**src/rtl/hsv_core_pkg.sv**
```systemverilog
// Shared core types: ALU op payload and the ALU issue arbiter FSM encoding.
package hsv_core_pkg;

  localparam int unsigned XLEN             = 32;
  localparam int unsigned ALU_OP_W         = 4;
  localparam int unsigned REG_IDX_W        = 5;
  localparam int unsigned ALU_MAX_INFLIGHT = 4;

  typedef struct packed {
    logic [ALU_OP_W-1:0]  op;
    logic [REG_IDX_W-1:0] rd;
    logic [XLEN-1:0]      src_a;
    logic [XLEN-1:0]      src_b;
  } alu_data_t;

  typedef enum logic [1:0] {
    RUN        = 2'd0,
    FLUSH_WAIT = 2'd1,
    FLUSH_DONE = 2'd2
  } alu_arb_state_t;

endpackage

```
**src/rtl/hsv_core_alu_issue_arbiter_if.sv**
```systemverilog
// Issue-side requests, ALU input channel, flush handshakes and commit strobe
// seen by the ALU issue arbiter.
interface hsv_core_alu_issue_arbiter_if
  import hsv_core_pkg::*;
#(
  parameter int unsigned N_REQ        = 2,
  parameter int unsigned MAX_INFLIGHT = ALU_MAX_INFLIGHT
);

  localparam int unsigned GW = (N_REQ > 1) ? $clog2(N_REQ) : 1;
  localparam int unsigned IW = $clog2(MAX_INFLIGHT + 1);

  logic                        flush_req;
  logic                        flush_ack;
  alu_data_t [N_REQ-1:0]       req_data;
  logic      [N_REQ-1:0]       req_valid;
  logic      [N_REQ-1:0]       req_ready;
  alu_data_t                   alu_data;
  logic                        alu_valid;
  logic                        alu_ready;
  logic                        alu_flush_req;
  logic                        alu_flush_ack;
  logic                        commit_fire;
  logic      [GW-1:0]          grant_id;
  logic      [IW-1:0]          inflight;

  // Arbiter side
  modport slave (
    input  flush_req, req_data, req_valid, alu_ready, alu_flush_ack, commit_fire,
    output flush_ack, req_ready, alu_data, alu_valid, alu_flush_req, grant_id, inflight
  );

  // Environment side (issue stage + ALU)
  modport master (
    output flush_req, req_data, req_valid, alu_ready, alu_flush_ack, commit_fire,
    input  flush_ack, req_ready, alu_data, alu_valid, alu_flush_req, grant_id, inflight
  );

endinterface

```
**src/rtl/hsv_core_rr_pick.sv**
```systemverilog
// Combinational round-robin picker: first set request at or after ptr_i, with wrap.
module hsv_core_rr_pick #(
  parameter int unsigned N = 2
) (
  input  logic [N-1:0]                       req_i,
  input  logic [((N > 1) ? $clog2(N) : 1)-1:0] ptr_i,
  output logic [((N > 1) ? $clog2(N) : 1)-1:0] grant_o,
  output logic                               any_o
);

  localparam int unsigned W = (N > 1) ? $clog2(N) : 1;

  logic [W-1:0] idx;
  int unsigned  pos;

  always_comb begin
    grant_o = ptr_i;
    any_o   = 1'b0;
    idx     = '0;
    pos     = 0;
    for (int unsigned k = 0; k < N; k++) begin
      pos = 32'(ptr_i) + k;
      if (pos >= N) pos = pos - N;
      idx = W'(pos);
      if (!any_o && req_i[idx]) begin
        any_o   = 1'b1;
        grant_o = idx;
      end
    end
  end

endmodule

```
**src/rtl/hsv_core_alu_issue_arbiter.sv**
```systemverilog
// Round-robin, grant-locking arbiter sharing the ALU between issue requesters,
// with in-flight throttling and a non-abortable flush handshake to the ALU.
module hsv_core_alu_issue_arbiter
  import hsv_core_pkg::*;
#(
  parameter int unsigned N_REQ        = 2,
  parameter int unsigned MAX_INFLIGHT = ALU_MAX_INFLIGHT
) (
  input logic                   clk_core,
  input logic                   rst_core,
  hsv_core_alu_issue_arbiter_if.slave bus
);

  localparam int unsigned GW = (N_REQ > 1) ? $clog2(N_REQ) : 1;
  localparam int unsigned IW = $clog2(MAX_INFLIGHT + 1);

  alu_arb_state_t   state_q, state_d;
  logic [GW-1:0]    rr_ptr_q, rr_ptr_d;
  logic [GW-1:0]    locked_id_q, locked_id_d;
  logic             lock_q, lock_d;
  logic [IW-1:0]    inflight_q, inflight_d;

  logic [GW-1:0]    pick_idx;
  logic             pick_any;
  logic [GW-1:0]    grant;
  logic             grant_valid;
  logic             can_issue;
  logic             commit_ok;
  logic             accept;
  logic             alu_valid_c;
  logic [N_REQ-1:0] req_ready_c;
  logic             flush_ack_c;
  logic             alu_flush_req_c;

  hsv_core_rr_pick #(.N(N_REQ)) u_pick (
    .req_i   (bus.req_valid),
    .ptr_i   (rr_ptr_q),
    .grant_o (pick_idx),
    .any_o   (pick_any)
  );

  // A locked grant holds until accepted, regardless of newly valid requesters.
  assign grant       = lock_q ? locked_id_q : pick_idx;
  assign grant_valid = lock_q ? bus.req_valid[locked_id_q] : pick_any;
  assign can_issue   = (inflight_q < IW'(MAX_INFLIGHT));
  assign commit_ok   = bus.commit_fire & (inflight_q != '0);

  always_ff @(posedge clk_core) begin
    if (rst_core) begin
      state_q     <= RUN;
      rr_ptr_q    <= '0;
      locked_id_q <= '0;
      lock_q      <= 1'b0;
      inflight_q  <= '0;
    end else begin
      state_q     <= state_d;
      rr_ptr_q    <= rr_ptr_d;
      locked_id_q <= locked_id_d;
      lock_q      <= lock_d;
      inflight_q  <= inflight_d;
    end
  end

  always_comb begin
    state_d         = state_q;
    rr_ptr_d        = rr_ptr_q;
    locked_id_d     = locked_id_q;
    lock_d          = lock_q;
    inflight_d      = inflight_q;
    accept          = 1'b0;
    alu_valid_c     = 1'b0;
    req_ready_c     = '0;
    flush_ack_c     = 1'b0;
    alu_flush_req_c = 1'b0;

    case (state_q)
      RUN: begin
        if (bus.flush_req) begin
          // Flush wins over any same-cycle issue.
          alu_flush_req_c = 1'b1;
          state_d         = FLUSH_WAIT;
        end else begin
          alu_valid_c        = can_issue & grant_valid;
          req_ready_c[grant] = can_issue & bus.alu_ready;
          accept             = alu_valid_c & bus.alu_ready;
          if (accept) begin
            rr_ptr_d = (grant == GW'(N_REQ - 1)) ? '0 : grant + GW'(1);
            lock_d   = 1'b0;
          end else if (alu_valid_c) begin
            lock_d      = 1'b1;
            locked_id_d = grant;
          end
        end
        case ({accept, commit_ok})
          2'b10:   inflight_d = inflight_q + IW'(1);
          2'b01:   inflight_d = inflight_q - IW'(1);
          default: inflight_d = inflight_q;
        endcase
      end

      FLUSH_WAIT: begin
        alu_flush_req_c = 1'b1;
        lock_d          = 1'b0;
        if (bus.alu_flush_ack) begin
          state_d    = FLUSH_DONE;
          inflight_d = '0;
          rr_ptr_d   = '0;
        end
      end

      FLUSH_DONE: begin
        flush_ack_c     = 1'b1;
        alu_flush_req_c = bus.flush_req;
        inflight_d      = '0;
        rr_ptr_d        = '0;
        if (!bus.flush_req) state_d = RUN;
      end

      default: state_d = RUN;
    endcase
  end

  assign bus.alu_valid     = alu_valid_c;
  assign bus.alu_data      = bus.req_data[grant];
  assign bus.req_ready     = req_ready_c;
  assign bus.flush_ack     = flush_ack_c;
  assign bus.alu_flush_req = alu_flush_req_c;
  assign bus.grant_id      = grant;
  assign bus.inflight      = inflight_q;

  a_no_commit_underflow: assert property (
    @(posedge clk_core) disable iff (rst_core)
    (state_q == RUN && bus.commit_fire) |-> (inflight_q != '0));

  a_inflight_cap: assert property (
    @(posedge clk_core) disable iff (rst_core)
    inflight_q <= IW'(MAX_INFLIGHT));

endmodule
```
**src/flat_wrapper.sv**
```systemverilog
// flat-port wrapper written by rule: the top's interface ports become plain ports
module hsv_core_alu_issue_arbiter_flat import hsv_core_pkg::*;
#(
  parameter int unsigned N_REQ        = 2,
  parameter int unsigned MAX_INFLIGHT = ALU_MAX_INFLIGHT
)
  (clk_core, rst_core, bus_flush_req, bus_req_data, bus_req_valid, bus_alu_ready, bus_alu_flush_ack, bus_commit_fire, bus_flush_ack, bus_req_ready, bus_alu_data, bus_alu_valid, bus_alu_flush_req, bus_grant_id, bus_inflight);
  hsv_core_alu_issue_arbiter_if #(.N_REQ(N_REQ), .MAX_INFLIGHT(MAX_INFLIGHT)) bus_i ();
  input logic clk_core;
  input logic rst_core;
  input wire logic [$bits(bus_i.flush_req)-1:0] bus_flush_req;
  input wire logic [$bits(bus_i.req_data)-1:0] bus_req_data;
  input wire logic [$bits(bus_i.req_valid)-1:0] bus_req_valid;
  input wire logic [$bits(bus_i.alu_ready)-1:0] bus_alu_ready;
  input wire logic [$bits(bus_i.alu_flush_ack)-1:0] bus_alu_flush_ack;
  input wire logic [$bits(bus_i.commit_fire)-1:0] bus_commit_fire;
  output wire logic [$bits(bus_i.flush_ack)-1:0] bus_flush_ack;
  output wire logic [$bits(bus_i.req_ready)-1:0] bus_req_ready;
  output wire logic [$bits(bus_i.alu_data)-1:0] bus_alu_data;
  output wire logic [$bits(bus_i.alu_valid)-1:0] bus_alu_valid;
  output wire logic [$bits(bus_i.alu_flush_req)-1:0] bus_alu_flush_req;
  output wire logic [$bits(bus_i.grant_id)-1:0] bus_grant_id;
  output wire logic [$bits(bus_i.inflight)-1:0] bus_inflight;
  assign bus_i.flush_req = bus_flush_req;
  assign bus_i.req_data = bus_req_data;
  assign bus_i.req_valid = bus_req_valid;
  assign bus_i.alu_ready = bus_alu_ready;
  assign bus_i.alu_flush_ack = bus_alu_flush_ack;
  assign bus_i.commit_fire = bus_commit_fire;
  assign bus_flush_ack = bus_i.flush_ack;
  assign bus_req_ready = bus_i.req_ready;
  assign bus_alu_data = bus_i.alu_data;
  assign bus_alu_valid = bus_i.alu_valid;
  assign bus_alu_flush_req = bus_i.alu_flush_req;
  assign bus_grant_id = bus_i.grant_id;
  assign bus_inflight = bus_i.inflight;
  hsv_core_alu_issue_arbiter #(.N_REQ(N_REQ), .MAX_INFLIGHT(MAX_INFLIGHT)) u_core (.clk_core(clk_core), .rst_core(rst_core), .bus(bus_i));
endmodule
```
**config.mk**
```make
export PLATFORM = sky130hd
export DESIGN_NAME = hsv_core_alu_issue_arbiter_flat
export DESIGN_NICKNAME = d
export VERILOG_FILES = /design/src/rtl/hsv_core_pkg.sv /design/src/rtl/hsv_core_alu_issue_arbiter_if.sv /design/src/rtl/hsv_core_rr_pick.sv /design/src/rtl/hsv_core_alu_issue_arbiter.sv /design/src/flat_wrapper.sv
export SDC_FILE = /design/constraint.sdc
export NUM_CORES = 1
export LEC_CHECK = 0
export ABC_CLOCK_PERIOD_IN_PS = 3150
export BUFFER_PORTS_ARGS = -buffer_cell sky130_fd_sc_hd__buf_4
export CORE_AREA = 5 5 88 90
export CTS_BUF_LIST = sky130_fd_sc_hd__clkbuf_2 sky130_fd_sc_hd__clkbuf_4 sky130_fd_sc_hd__clkbuf_8
export DETAILED_ROUTE_END_ITERATION = 7
export DIE_AREA = 0 0 93 95
export HOLD_SLACK_MARGIN = 0.12
export PLACE_DENSITY = 0.63
export SLEW_MARGIN = 20
export SYNTH_ARGS = -nofsm -noshare
export SYNTH_HDL_FRONTEND = slang
export SYNTH_SLANG_ARGS = --single-unit
export TNS_END_PERCENT = 10
```
**constraint.sdc**
```tcl
create_clock -name clk_core -period 3.15 [get_ports clk_core]
set_input_delay 0.4725 -clock clk_core [delete_from_list [all_inputs] [get_ports clk_core]]
set_output_delay 0.4725 -clock clk_core [all_outputs]
set_load 0.005 [all_outputs]
```
* Yosys cells after proc, flatten, opt, wreduce, memory -nomap -nowiden
Index checks and enable logic that the tools add are counted.
** Storage, ports and cells
- Register bits after elaboration :: 8
- Input port bits :: 154
- Output and inout bits :: 82
- Word-level logic and storage cells :: 92
** Operators by class
- Add/subtract/negate cells :: 6
- Order comparisons :: 8
- Eq/ne operators :: 11
- Muxes and demuxes :: 43
- Bitwise operators :: 7
- Reductions and logical operators :: 12
** Operator list (count)
- $mux 73 :: 2
- $mux 1 :: 28
- $mux 2 :: 5
- $pmux 3 s3 :: 1
- $reduce_and 3->1 :: 3
- $lt 1x2->1 const B :: 4
- $ne 2x2->1 const B :: 4
- $reduce_and 4->1 :: 2
- $pmux 1 s3 :: 2
- $pmux 2 s3 :: 1
- $pmux 3 s2 :: 1
- $reduce_bool 3->1 :: 2
- $and 1x1->1 :: 4
- $eq 2x1->1 const B :: 2
- $eq 2x2->1 const B :: 2
- $add 3x1->3 const B :: 1
- $lt 3x3->1 const B :: 1
- $mux 3 :: 1
- $ne 3x1->1 const B :: 1
- $ne 3x3->1 const B :: 1
- $sub 3x1->3 const B :: 1
- $add 1x1->2 const B :: 1
- $and 2x2->2 :: 1
- $ge 1x2->1 const B :: 1
- 12 further kinds :: 15

* Depth between registers and ports, before layout
- Depth in word-level cells :: 16
- Gate-level depth with buffers :: 9
- Mapped depth without buffers :: 9

* Cells and area by module
From an unflattened synthesis, not the netlist that was laid out.
** Second synthesis, totals
- Cells, all modules :: 304
- Area, all modules :: 1477.7 sq um
** By module, submodules not included
- hsv_core_alu_issue_arbiter :: instances 1, cells an instance 301, area each 1456.4 sq um, sequential area each 160.2 sq um
- hsv_core_rr_pick :: instances 1, cells an instance 3, area each 21.3 sq um, sequential area each 0.0 sq um

* Worst setup path before layout
No wires, ideal clock.
- Kind :: input-to-reg
- From :: input bus_flush_req
- To :: register u_core.inflight_q[2], in the netlist u_core.bus.inflight[2]
- Library setup time :: 70 ps
- Arrival :: 2272 ps
- Slack :: 807 ps
- Stages :: 6
- Path buffers :: 0
- Cells stage by stage :: or2_2 -> a2111o_1 -> ha_1 -> a211o_1 -> or4b_1 -> a21oi_1
** Between the ends
- Word-level cells in the longest chain between the ends :: 5
- Elaborated cells between the ends (all ways) :: 8
** RTL lines
- start: declaration :: RTL line flat_wrapper.sv:11 : input wire logic [$bits(bus_i.flush_req)-1:0] bus_flush_req;
- $mux 1 * :: RTL line hsv_core_alu_issue_arbiter.sv:78 : if (bus.flush_req) begin
- $mux 1 * :: RTL line hsv_core_alu_issue_arbiter.sv:76 : case (state_q)
- $eq 2x1->1 or $eq 2x2->1 (tied branches) :: RTL line hsv_core_alu_issue_arbiter.sv:94 : case ({accept, commit_ok})
- $pmux 3 s2 or $ne 3x3->1 (tied branches)
- $pmux 3 s3 or $reduce_and 3->1 (tied branches)
- end signal: assignment :: RTL line hsv_core_alu_issue_arbiter.sv:60 : inflight_q <= inflight_d;
- end: declaration :: RTL line hsv_core_alu_issue_arbiter.sv:21 : logic [IW-1:0] inflight_q, inflight_d;
Every way passes the cells marked *; elsewhere a longest branch is shown, timed or not. The select of a mux whose other input is x is not followed.
A chain may end at the register's enable or synchronous reset.

* Final worst setup path
- From :: register u_core.locked_id_q
- To :: register u_core.inflight_q[2], in the netlist u_core.bus.inflight[2]
** Between the ends
- Word-level cells in the longest chain between the ends :: 10
- Elaborated cells between the ends (all ways) :: 13
** RTL lines
- start: declaration :: RTL line hsv_core_alu_issue_arbiter.sv:19 : logic [GW-1:0] locked_id_q, locked_id_d;
- start signal: assignment :: RTL line hsv_core_alu_issue_arbiter.sv:58 : locked_id_q <= locked_id_d;
- $mux 1 (not written as such) * (2 in a row) :: RTL line hsv_core_alu_issue_arbiter.sv:44 : assign grant_valid = lock_q ? bus.req_valid[locked_id_q] : pick_any;
- $mux 1 * :: RTL line hsv_core_alu_issue_arbiter.sv:44
- $and 1x1->1 * :: RTL line hsv_core_alu_issue_arbiter.sv:83 : alu_valid_c = can_issue & grant_valid;
- $and 1x1->1 * :: RTL line hsv_core_alu_issue_arbiter.sv:85 : accept = alu_valid_c & bus.alu_ready;
- $mux 1 * :: RTL line hsv_core_alu_issue_arbiter.sv:78
- $mux 1 * :: RTL line hsv_core_alu_issue_arbiter.sv:76
- $eq 2x1->1 or $eq 2x2->1 (tied branches) :: RTL line hsv_core_alu_issue_arbiter.sv:94
- $pmux 3 s2 or $ne 3x3->1 (tied branches)
- $pmux 3 s3 or $reduce_and 3->1 (tied branches)
Marks and branches as above.

==> flow_summary_export.csv <==
group,metric,value,unit
status,status,"finished clean",
placed_design,pre_cts_slack,0.571,ns
clock_tree,post-cts-setup-buffers,0,
finish,insertedDiodeCount,0,
clock_tree,root_buffer,"clkbuf_8",
drt,drt_iter0_drc,44,
timing,fmax,391,MHz
setup_path,start_kind,"flop",
setup_path,worstPathRequired,3.30,ns
setup_path,critPathCaptureType,"flop",
timing,finalSetupTns,0,ns
placed_design,place.gp.congestion,0.778,
drt,wl_per_cell,17.0,um
clock_tree,cts.sinks,8,
timing,drv_slew,0,
worst_hold_path,hp-class,"flop to flop",
synth,synthAdderAreaFrac,5.74,%
setup_path,worstSetupEndpoint,"u_core.bus.inflight[2]$_SDFFE_PP0P_",
synth,syn-num-nets,309,
synth,async_flop_share,0,%
placed_design,io_buffers,235,
clock_tree,clk_pin_slew,0.04,ns
clock_tree,insertion_delay,0.23,ns
global_routing,grt_pass1_wl,10.7,mm
drt,antenna_left,0,
floorplanning,dieWidth,93,um
floorplanning,ioPinCount,236,
floorplanning,die_h,95,um
setup_path,reg2reg_from,"u_core.locked_id_q$_SDFFE_PP0P_",
drt,viasPerCell,4.51,
global_routing,grtUsageTotal,15.2,%
setup_path,worstRegToRegCells,8,
synth,synth_edf_count,0,
synth,synth-main-ff-cell,"dfxtp_1",
drt,route.detailed.drc,0,
drt,drt_wl_total,7.84,mm
timing,hold_viol,0,
global_routing,grt_max_degree,54,
setup_path,r2r_slack,0.59,ns
global_routing,antenna_found_initial,0,
timing,rsz0062_at_grt,"false",
drt,drtPass1Iterations,6,
synth,synthTopCellsByArea,"mux2_4 34%, mux2_2 25%, dfxtp_1 9.8%",
flow_run,drv_cap,0,
timing,min_period,2.56,ns
timing,setup_viol,0,
synth,synth_top_cell_by_area,"mux2_4",
synth,synthXorXnorAreaFrac,0.536,%
synth,yosys_warnings,0,
finish,utilization,50.2,%
setup_path,path_class,"flop to flop",
power,power_leakage,1.89,nW
clock_tree,cts_tree,"built",
synth,netlist.area_leader.share,34.0,%
floorplanning,core_area,6980,sq um
drt,num_vias,2083,
synth,netlist_instances,149,
setup_path,crit_arrival,2.70,ns
timing,skew,0.000493,ns
finish,area_delta_synth_final,114,%
worst_hold_path,min_from,"u_core.rr_ptr_q$_SDFFE_PP0P_",
setup_path,worstPathMaxFanout,3,
clock_tree,cts_resized,0,
global_routing,grt_pass1_vias,2086,
timing,worst_slack,0.592,ns
clock_tree,clockBufferDepth,2,
synth,synth_top_family_by_area,"multiplexers",
synth,yosysSeqAreaShare,9.79,%
synth,synth.avg_cell_area,11.0,sq um
finish,final_layout_size_suffix_gt1_share,83.9,%
timing,post-route-period-util,81.2,%
synth,synthTopCellsByCount,"37 x mux2_2, 37 x mux2_4, 11 x inv_1",
synth,synth.area.mux_share,61.9,%
global_routing,grt.overflow.total,0,
timing,worst_pin_slew,0.436,ns
setup_path,crit_start,"u_core.locked_id_q$_SDFFE_PP0P_",
synth,synthSimpleGateAreaFrac,6.20,%
placed_design,dpl.hpwl,6.85,mm
synth,synth_cell_types,31,
power,p_per_area,488,nW/um^2
synth,synth_compound_area_share,8.72,%
synth,synth-seq-cells,8,
timing,slew_headroom,70.9,%
finish,finalNetCount,542,
floorplanning,rows,31,
power,ir_drop,403,uV
clock_tree,ctsHoldBuffers,0,
synth,syn_area,1640,sq um
setup_path,r2r_end,"u_core.bus.inflight[2]$_SDFFE_PP0P_",
clock_tree,cts_max_level,1,
floorplanning,die_area,8840,sq um
floorplanning,initial_core_util,23.4,%
clock_tree,cts_made_buffers,3,
[cell families (layout without fill, tap and decap cells)]
| kind of cell | count (synthesis) | after routing |
|---|---|---|
| AND/OR/NAND/NOR | 19 | 19 |
| XOR/XNOR | 1 | 1 |
| buffers and inverters | 20 | 251 |
| AO/OA/AOI/OAI | 16 | 16 |
| adder cells (fa/ha/maj) | 7 | 7 |
| multiplexers | 78 | 78 |
| flip-flops | 8 | 8 |
[layer usage]
metal  wire (um)  vias to the layer above  global-route usage [%]  share of wire [%]
met5           0                        -                       0                  0
met2        4230                      131                    28.6                 54
li1            -                     1011                       -                  -
met3         961                       10                    6.22                 12
met1        2520                      931                    15.5                 32
met4         127                        0                    4.40                1.6
[power breakdown]
| group | switching (W) | leakage [nW] | internal (W) | total (W) |
|---|---|---|---|---|
| registers | 0.0000372 | 0.0655 | 0.000136 | 0.000173 |
| clock network | 0.0000404 | 0.0216 | 0.0000828 | 0.000123 |
| logic | 0.000532 | 1.80 | 0.000880 | 0.00141 |
| total | 0.000610 | 1.89 | 0.00110 | 0.00171 |
[registers in the layout, summed over array words and instances (netlist names)]
register and count:
u_core.rr_ptr_q 1, u_core.state_q 2, u_core.lock_q 1, u_core.locked_id_q 1
u_core.bus.inflight 3
[cell usage in the layout, fill, tap and decap left out, drive strengths merged, types with 2 or more instances in the layout]
cell type	synthesis	final
nor2	6	6
a21oi	5	5
inv	11	11
mux2i	4	4
and3	2	2
dfxtp	8	8
mux2	74	74
nor2b	2	2
buf	9	237
or3	2	2
a211o	3	3
ha	5	5
nand2	3	3
clkbuf	0	3
[worst max-delay path: stages, from the launching register on]
cell and delay (ns):
dfxtp_1 0.38, mux2i_1 0.36, a2111o_1 0.22, ha_1 0.20, inv_1 0.07, fa_1 0.39
xnor2_1 0.21, or4b_1 0.46, a21oi_1 0.19
[layout make-up]
cell class | count | area, sq um
clock buffer | 3 | 41.3
inverter | 11 | 41.3
fill | 649 | 3480
timing repair buffer | 237 | 1790
multi-input combinational | 121 | 1370
sequential | 8 | 160
tap | 82 | 103
[stage by stage]
step	cells	total power (W)	instance area, sq um	hold WS, ns
5_1_grt	462	0.00184	3500	0.499
6_report	462	0.00171	3500	0.473
3_3_place_gp	459	0.00159	3460	0.461
3_5_place_dp	459	0.00160	3460	0.473
2_1_floorplan	149	0.000988	1640	0.449
4_1_cts	462	0.00173	3500	0.477
[worst min path at each step]
stage	cells after the start	slack (ns)	end
CTS	2	0.48	u_core.rr_ptr_q$_SDFFE_PP0P_
global route	2	0.50	u_core.locked_id_q$_SDFFE_PP0P_
finish	2	0.47	u_core.rr_ptr_q$_SDFFE_PP0P_
detailed placement	2	0.47	u_core.rr_ptr_q$_SDFFE_PP0P_
floorplan	2	0.45	u_core.rr_ptr_q$_SDFFE_PP0P_
global placement	2	0.46	u_core.rr_ptr_q$_SDFFE_PP0P_
(Power assumes the default switching activity.)
